$ cat src/rtl/expipe_pkg.sv
// Shared execution-pipeline types: commit class encoding and datapath widths.
package expipe_pkg;

    localparam int unsigned XLEN           = 64;
    localparam int unsigned REG_IDX_LEN    = 5;
    localparam int unsigned ROB_EXCEPT_LEN = 5;

    typedef enum logic [1:0] {
        ClassNone  = 2'd0,
        ClassInt   = 2'd1,
        ClassFp    = 2'd2,
        ClassStore = 2'd3
    } commit_class_t;

endpackage

$ cat src/rtl/commit_counter.sv
// Wrapping event counter with enable; cleared only by the asynchronous reset.
module commit_counter #(
    parameter int unsigned Width = 64
) (
    input  logic             clk_i,
    input  logic             rst_n_i,
    input  logic             en_i,
    output logic [Width-1:0] count_o
);

    logic [Width-1:0] r_count;

    always_ff @(posedge clk_i or negedge rst_n_i) begin
        if (!rst_n_i) begin
            r_count <= '0;
        end else if (en_i) begin
            r_count <= r_count + Width'(1);
        end
    end

    assign count_o = r_count;

endmodule

$ cat src/rtl/commit_cu.sv
// Commit control unit: retires the ROB head into the register files or store buffer.
// Optional FP writeback path is enabled by defining LEN5_FP_EN.
module commit_cu
    import expipe_pkg::*;
#(
    parameter int unsigned INSTRET_W = 64
) (
    input  logic                      clk_i,
    input  logic                      rst_n_i,
    input  logic                      rob_valid_i,
    output logic                      rob_ready_o,
    input  logic [1:0]                rob_class_i,
    input  logic [REG_IDX_LEN-1:0]    rob_rd_idx_i,
    input  logic [XLEN-1:0]           rob_value_i,
    input  logic                      rob_except_raised_i,
    input  logic [ROB_EXCEPT_LEN-1:0] rob_except_code_i,
    input  logic [XLEN-1:0]           rob_pc_i,
    input  logic                      sb_store_committing_i,
    input  logic                      int_rf_ready_i,
    input  logic                      fp_rf_ready_i,
    output logic                      int_rf_valid_o,
    output logic                      fp_rf_valid_o,
    output logic [REG_IDX_LEN-1:0]    rf_rd_idx_o,
    output logic [XLEN-1:0]           rf_value_o,
    output logic                      flush_o,
    output logic [ROB_EXCEPT_LEN-1:0] except_code_o,
    output logic [XLEN-1:0]           except_pc_o,
    output logic [INSTRET_W-1:0]      instret_o
);

    typedef enum logic [2:0] {
        StIdle,
        StWbInt,
`ifdef LEN5_FP_EN
        StWbFp,
`endif
        StWaitSt,
        StExcept
    } state_t;

    state_t                    r_state;
    state_t                    w_state_d;
    commit_class_t             w_class;
    logic                      w_rob_ready;
    logic                      w_instret_en;
    logic                      w_rf_load;
    logic                      w_except_load;
    logic [REG_IDX_LEN-1:0]    r_rf_rd_idx;
    logic [XLEN-1:0]           r_rf_value;
    logic [ROB_EXCEPT_LEN-1:0] r_except_code;
    logic [XLEN-1:0]           r_except_pc;

    assign w_class = commit_class_t'(rob_class_i);

    always_comb begin
        w_state_d     = r_state;
        w_rob_ready   = 1'b0;
        w_instret_en  = 1'b0;
        w_rf_load     = 1'b0;
        w_except_load = 1'b0;
        unique case (r_state)
            StIdle: begin
                if (rob_valid_i) begin
                    // Exceptions win over the class; the head is popped in StExcept.
                    if (rob_except_raised_i) begin
                        w_except_load = 1'b1;
                        w_state_d     = StExcept;
                    end else begin
                        case (w_class)
                            ClassNone: begin
                                w_rob_ready  = 1'b1;
                                w_instret_en = 1'b1;
                            end
                            ClassInt: begin
                                w_rob_ready = 1'b1;
                                if (rob_rd_idx_i == '0) begin
                                    w_instret_en = 1'b1;
                                end else begin
                                    w_rf_load = 1'b1;
                                    w_state_d = StWbInt;
                                end
                            end
                            ClassFp: begin
                                w_rob_ready = 1'b1;
`ifdef LEN5_FP_EN
                                w_rf_load   = 1'b1;
                                w_state_d   = StWbFp;
`else
                                w_instret_en = 1'b1;
`endif
                            end
                            ClassStore: begin
                                if (sb_store_committing_i) begin
                                    w_rob_ready  = 1'b1;
                                    w_instret_en = 1'b1;
                                end else begin
                                    w_state_d = StWaitSt;
                                end
                            end
                        endcase
                    end
                end
            end
            StWbInt: begin
                if (int_rf_ready_i) begin
                    w_instret_en = 1'b1;
                    w_state_d    = StIdle;
                end
            end
`ifdef LEN5_FP_EN
            StWbFp: begin
                if (fp_rf_ready_i) begin
                    w_instret_en = 1'b1;
                    w_state_d    = StIdle;
                end
            end
`endif
            StWaitSt: begin
                if (sb_store_committing_i) begin
                    w_rob_ready  = 1'b1;
                    w_instret_en = 1'b1;
                    w_state_d    = StIdle;
                end
            end
            StExcept: begin
                w_rob_ready = 1'b1;
                w_state_d   = StIdle;
            end
            default: w_state_d = StIdle;
        endcase
    end

    always_ff @(posedge clk_i or negedge rst_n_i) begin
        if (!rst_n_i) begin
            r_state       <= StIdle;
            r_rf_rd_idx   <= '0;
            r_rf_value    <= '0;
            r_except_code <= '0;
            r_except_pc   <= '0;
        end else begin
            r_state <= w_state_d;
            if (w_rf_load) begin
                r_rf_rd_idx <= rob_rd_idx_i;
                r_rf_value  <= rob_value_i;
            end
            if (w_except_load) begin
                r_except_code <= rob_except_code_i;
                r_except_pc   <= rob_pc_i;
            end
        end
    end

    commit_counter #(
        .Width (INSTRET_W)
    ) u_instret (
        .clk_i   (clk_i),
        .rst_n_i (rst_n_i),
        .en_i    (w_instret_en),
        .count_o (instret_o)
    );

    assign rob_ready_o    = w_rob_ready;
    assign int_rf_valid_o = (r_state == StWbInt);
`ifdef LEN5_FP_EN
    assign fp_rf_valid_o  = (r_state == StWbFp);
`else
    logic w_unused_fp_ready;
    assign w_unused_fp_ready = fp_rf_ready_i;
    assign fp_rf_valid_o     = 1'b0;
`endif
    assign rf_rd_idx_o    = r_rf_rd_idx;
    assign rf_value_o     = r_rf_value;
    assign flush_o        = (r_state == StExcept);
    assign except_code_o  = r_except_code;
    assign except_pc_o    = r_except_pc;

endmodule

$ cat config.mk
export PLATFORM = sky130hd
export DESIGN_NAME = commit_cu
export DESIGN_NICKNAME = d
export VERILOG_FILES = /design/src/rtl/expipe_pkg.sv /design/src/rtl/commit_counter.sv /design/src/rtl/commit_cu.sv
export SDC_FILE = /design/constraint.sdc
export NUM_CORES = 1
export LEC_CHECK = 0
export CORE_MARGIN = 10
export CORE_UTILIZATION = 41
export CTS_CLUSTER_SIZE = 10
export DETAILED_ROUTE_END_ITERATION = 10
export PLACE_DENSITY = 0.76
export SLEW_MARGIN = 0
export SYNTH_ARGS = -nofsm -noshare
export SYNTH_HDL_FRONTEND = slang
export SYNTH_SLANG_ARGS = --single-unit
$ cat constraint.sdc
create_clock -name clk_i -period 3.2 [get_ports clk_i]
set_input_delay 0.48 -clock clk_i [delete_from_list [all_inputs] [get_ports clk_i]]
set_output_delay 0.48 -clock clk_i [all_outputs]
set_load 0.01 [all_outputs]
# Word level (Yosys, flattened, before mapping)
# Cells that the tools add are included.
# word_totals
in_bits	147
regBits	205
output_inout_bits	206
elab_cells	52
# op_classes
eq_ne	12
addsub	1
reduce_logical	6
mux	27
# ops
cell	n
$add A64 B1 Y64 const B	1
$mux W3	6
$mux W1	15
$pmux W1 S3	3
$pmux W3 S3	1
$ne A4 B4 Y1 const B	2
$eq A3 B2 Y1 const B	2
$ne A2 B2 Y1 const B	3
$pmux W3 S2	1
$reduce_and A6 Y1	1
$logic_not A5 Y1	1
$eq A2 B2 Y1 const B	2
$ne A4 B2 Y1 const B	1
$eq A3 B1 Y1 const B	1
$logic_not A3 Y1	1
$reduce_or A3 Y1	1
$eq A2 B1 Y1 const B	1
$logic_not A2 Y1	1
$pmux W1 S2	1
$reduce_or A2 Y1	1

# Logic depth before layout (Yosys ltp)
# logic_depth
ltp_word	6
mapped_depth	7
depth_no_buf	6

# Cells and area by module
# Synthesis repeated with hierarchy kept, for this count alone.
# hier_totals
hier_cells	606
area_unflattened_um2	8413.1
# by_module_without_submodules
mod	n_inst	cells_per_inst	area_per_inst_um2
commit_cu	1	321	5315.1
commit_counter	1	285	3098.0

# Worst setup path before layout
# No wires, ideal clock.
# synth_path
kind	register to register
startpoint	reg r_state[0]
endpoint	reg u_instret.r_count[55] (netlist: u_instret.count_o[55])
slack_ps	947
period_less_slack_ps	2253
stages_incl_launch_ff	8
arrival_time_ps	2174
n_path_buf	2
cell_sequence	dfrtp_1 > clkbuf_1 > or4b_4 > nor4b_4 > o2111ai_2 > buf_2 > nor4_2 > xor2_1
# synth_between
elab_chain_len	2
# synth_rtl
item	line_no	source
from (decl)	commit_cu.sv:41	state_t r_state;
from (signal assigned)	commit_cu.sv:135	r_state <= StIdle;
from (signal assigned)	commit_cu.sv:141	r_state <= w_state_d;
$eq A3 B2 Y1, or another cell as far along	commit_cu.sv:61	unique case (r_state)
$pmux W1 S3 (*)	commit_cu.sv:61	
to (signal assigned)	commit_counter.sv:17	r_count <= r_count + Width'(1);
to (decl)	commit_counter.sv:11	logic [Width-1:0] r_count;
# Mark *: on every way between the ends. The rest lies on a longest branch, timed or not.
# A chain may end at the register's enable or synchronous reset.

# Worst setup path in the final report
# layout_path
startpoint	reg r_state[0]
endpoint	out rob_ready_o
# layout_between
elab_chain_len	2
# layout_rtl
item	line_no	source
$eq A3 B2 Y1 / $logic_not A3 Y1 (equally long branches)	commit_cu.sv:61	
$pmux W1 S3 (*)	commit_cu.sv:61	
to (decl)	commit_cu.sv:11	output logic rob_ready_o,
# Marks and branches as above.

==> results.md <==
- Status: finished clean
- R2R Path End: u_instret.count_o[35]
- Initial Utilization: about 42%
- Logic pwr share: 32.3%
- WP buf/inv: 1
- Max VDD drop: 558 uV
- Dpl hpwl: 19600 um
- Clock network power share: 26.9%
- Number of vias per cell: 4.90
- Slew at the pin closest to its max-slew limit: 0.613 ns
- R2R Setup Slk: approximately 0.67 ns
- Int Pwr: 6.41 mW
- Cell variety after synth: 38
- Initial antenna violation count: 1
- Core Area: 19700 um2
- I/O pins: 353
- CP Max Fanout: 10
- CTS max path bufs: 3
- H-tree depth: 1
- Critical path startpoint category: flip-flop
- Rel. slew slack: 58.8%
- RSZ-0062 raised after global routing: false
- CTS tree: yes
- Critical Path Start: r_state[0]
- DRC Markers: 0
- Die area: 26300 um2
- CTS Buf Count: 24
- Cell Pwr Density: 686 nW/um2
- Switch share: a little over a quarter
- Worst R2R Path Depth: 6
- Reported max-cap violation count: 0
- Via count: 6075
- Critical path, cell by cell: nor4b_1, o21ai_0, nand2_1, clkdlybuf4s50_1
- Switching power: 2.37 mW
- CP arrival: 2.31 ns
- First-pass iteration count of the detailed router: 6
- Fraction of registers with async set/reset: between 90% and 100%
- Clk_lat worst skew: roughly 0.50 ns
- Number of flops mapped to enable cells by yosys: 0
- CP Capture Type: output port
- Most used DFF post-synth: dfrtp_1
- Largest net degree at the start of global routing: 76
- Yosys warns: 0
- CTS sink cnt: 204
- Max Slew Vio Count: 0
- Reg clk slew, reported paths: 0.05 ns
- Post-CTS Resized: 0
- Crit path capture: rob_ready_o
- Maximum clock rate: 358 MHz
- Final setup vio count: 0
- Yosys reg bits: slightly above 200
- Slowest cell on the critical path: clkdlybuf4s50_1
- Vias in the first global route: 6288
- Hold Crit Class: in -> async
- Clk root buf: clkbuf_16
- Share of cells above drive strength 1: 19.1%
- Die width: 162 um
- CP peak stage delay: 0.57 ns
- P_leak: between 5 and 6 nW
- Sequential share of power: about two fifths
- Post-Syn Area per Cell: approximately 14 um2
- Global-route wire length before repair: 39000 um
- Worst EP required: 2.72 ns
- Power, Total: approximately 8.8 mW
- Layout Area Growth over Synthesis: 54.5%
- Synthesized Nets: 759
- Site Rows: between 50 and 60
- Layout Nets: ~1100
- Post-CTS Repair Setup Buffers: 0
- DR iter-0 viols: 243
- Total global-route track usage: 18.8%
- Cell area after synthesis: roughly 8300 um2
- Final worst path period need: 2.79 ns
- Final TNS setup: 0 ns
- Worst clock skew: 0.00902 ns
- Sequential cell area fraction in the yosys report: 61.6%
- Gpl congestion: 0.813
- Final Cycle Share: between 80 and 90%
- Grt ovf: 0
- Final antenna-violating net count: 0
- Cell count along the critical path: 4
- Critical path class: reg -> out
- IO buf count: 350
- Detailed-route wire length per cell: 20.8 um
- WL final: 25800 um
- Hold Vio Cnt, Final: 0
- Cells after Synth: 611
- Die height: 162 um
- Cts-stage hold buffer count: 0
- Top delay family on crit path: simple AND/OR/NAND/NOR gates
- R2R Path Start: r_state[0]
## power by group through the flow
stage	clock (mW)	combinational (mW)	sequential, mW
after floorplan	0	0.690	3.92
after global placement	0	2.85	3.59
after detailed placement	0	2.89	3.62
after CTS	2.44	2.90	3.59
after global routing	2.55	3.02	3.67
final	2.36	2.84	3.58
## routing by layer
metal / vias to the layer above / track usage [%] / part of all wire, %
met4: 0 / 4.51 / 2.1
met5: - / 0 / 0
met3: 36 / 7.41 / 9.7
li1: 2845 / - / -
met2: 242 / 32.5 / 50
met1: 2952 / 21.2 / 38
## Yosys cell counts, types with 4 or more instances
cell	number	area [um2]
and3_1	5	31.3
mux2_2	138	1550
o21ai_0	4	20.0
clkbuf_1	13	48.8
xor2_1	44	385
nor3_1	30	150
buf_1	7	26.3
nand3_1	13	65.1
or2_2	4	25.0
dfrtp_1	204	5100
xnor2_1	19	166
nor2_1	20	75.1
nand2_1	34	128
nor4_1	16	100
nand4_1	10	62.6
inv_1	18	67.6
## cell type report
| class | count | area (um2) |
|---|---|---|
| diodes | 1 | 2.50 |
| inverters | 18 | 67.6 |
| multi-input cells | 365 | 3020 |
| repair buffers | 358 | 3620 |
| flip-flops and latches | 204 | 5100 |
| fillers | 1520 | 6850 |
| well taps | 265 | 332 |
| clock buffers | 30 | 654 |
## stage by stage
stage / cell area [um2] / setup WS (ns) / hold WS, ns / cells / utilization, %
final: 12800 / 0.410 / 0.00606 / 1241 / 65.1
after global routing: 12800 / 0.312 / 0.0322 / 1241 / 65.1
after CTS: 12800 / 0.388 / 0.0231 / 1240 / 65.1
after detailed placement: 12100 / 0.233 / 0.478 / 1210 / 61.8
after global placement: 12100 / 0.275 / 0.462 / 1210 / 61.8
after floorplan: 8280 / 0.947 / 0.184 / 611 / -
## state kept, by name, indices dropped and copies added (netlist names)
| signal | flops |
|---|---|
| r_state | 2 |
| rf_value_o | 64 |
| except_code_o | 5 |
| rf_rd_idx_o | 5 |
| except_pc_o | 64 |
| u_instret.count_o | 64 |
## logic make-up after synthesis
logic type	synth area share, %
and+or+nand+nor	9.67
xor gates and xnor gates	6.66
buffers and inverters	1.99
other	0.0453
adders and majority gates	0.151
muxes	18.8
AOI/OAI and AO/OA	1.10
DFF	61.6
## how the worst min path moves through the flow
stage,startpoint,end,slack [ns],depth (start not counted)
after CTS,rst_n_i,except_pc_o[25],0.02,1
after global placement,rf_rd_idx_o[1],rf_rd_idx_o[1],0.46,2
after floorplan,rst_n_i,except_code_o[0],0.18,0
final,rst_n_i,except_pc_o[25],0.006,1
after detailed placement,rf_rd_idx_o[1],rf_rd_idx_o[1],0.48,2
after global routing,rst_n_i,except_pc_o[18],0.03,1
## cells in the final DEF (no fill, tap or decap), types with 5 or more instances in the layout
cell type | synthesis | routed
nand3_1 | 13 | 13
nand4_1 | 10 | 10
mux2_2 | 138 | 138
and3_1 | 5 | 5
nor2_1 | 20 | 19
inv_1 | 18 | 18
nand2_1 | 34 | 33
clkdlybuf4s50_1 | 0 | 349
clkbuf_16 | 0 | 25
nor3_1 | 30 | 30
nor4_1 | 16 | 16
xnor2_1 | 19 | 19
dfrtp_1 | 204 | 204
xor2_1 | 44 | 44
Note: power is estimated with default switching activity, not from simulation.
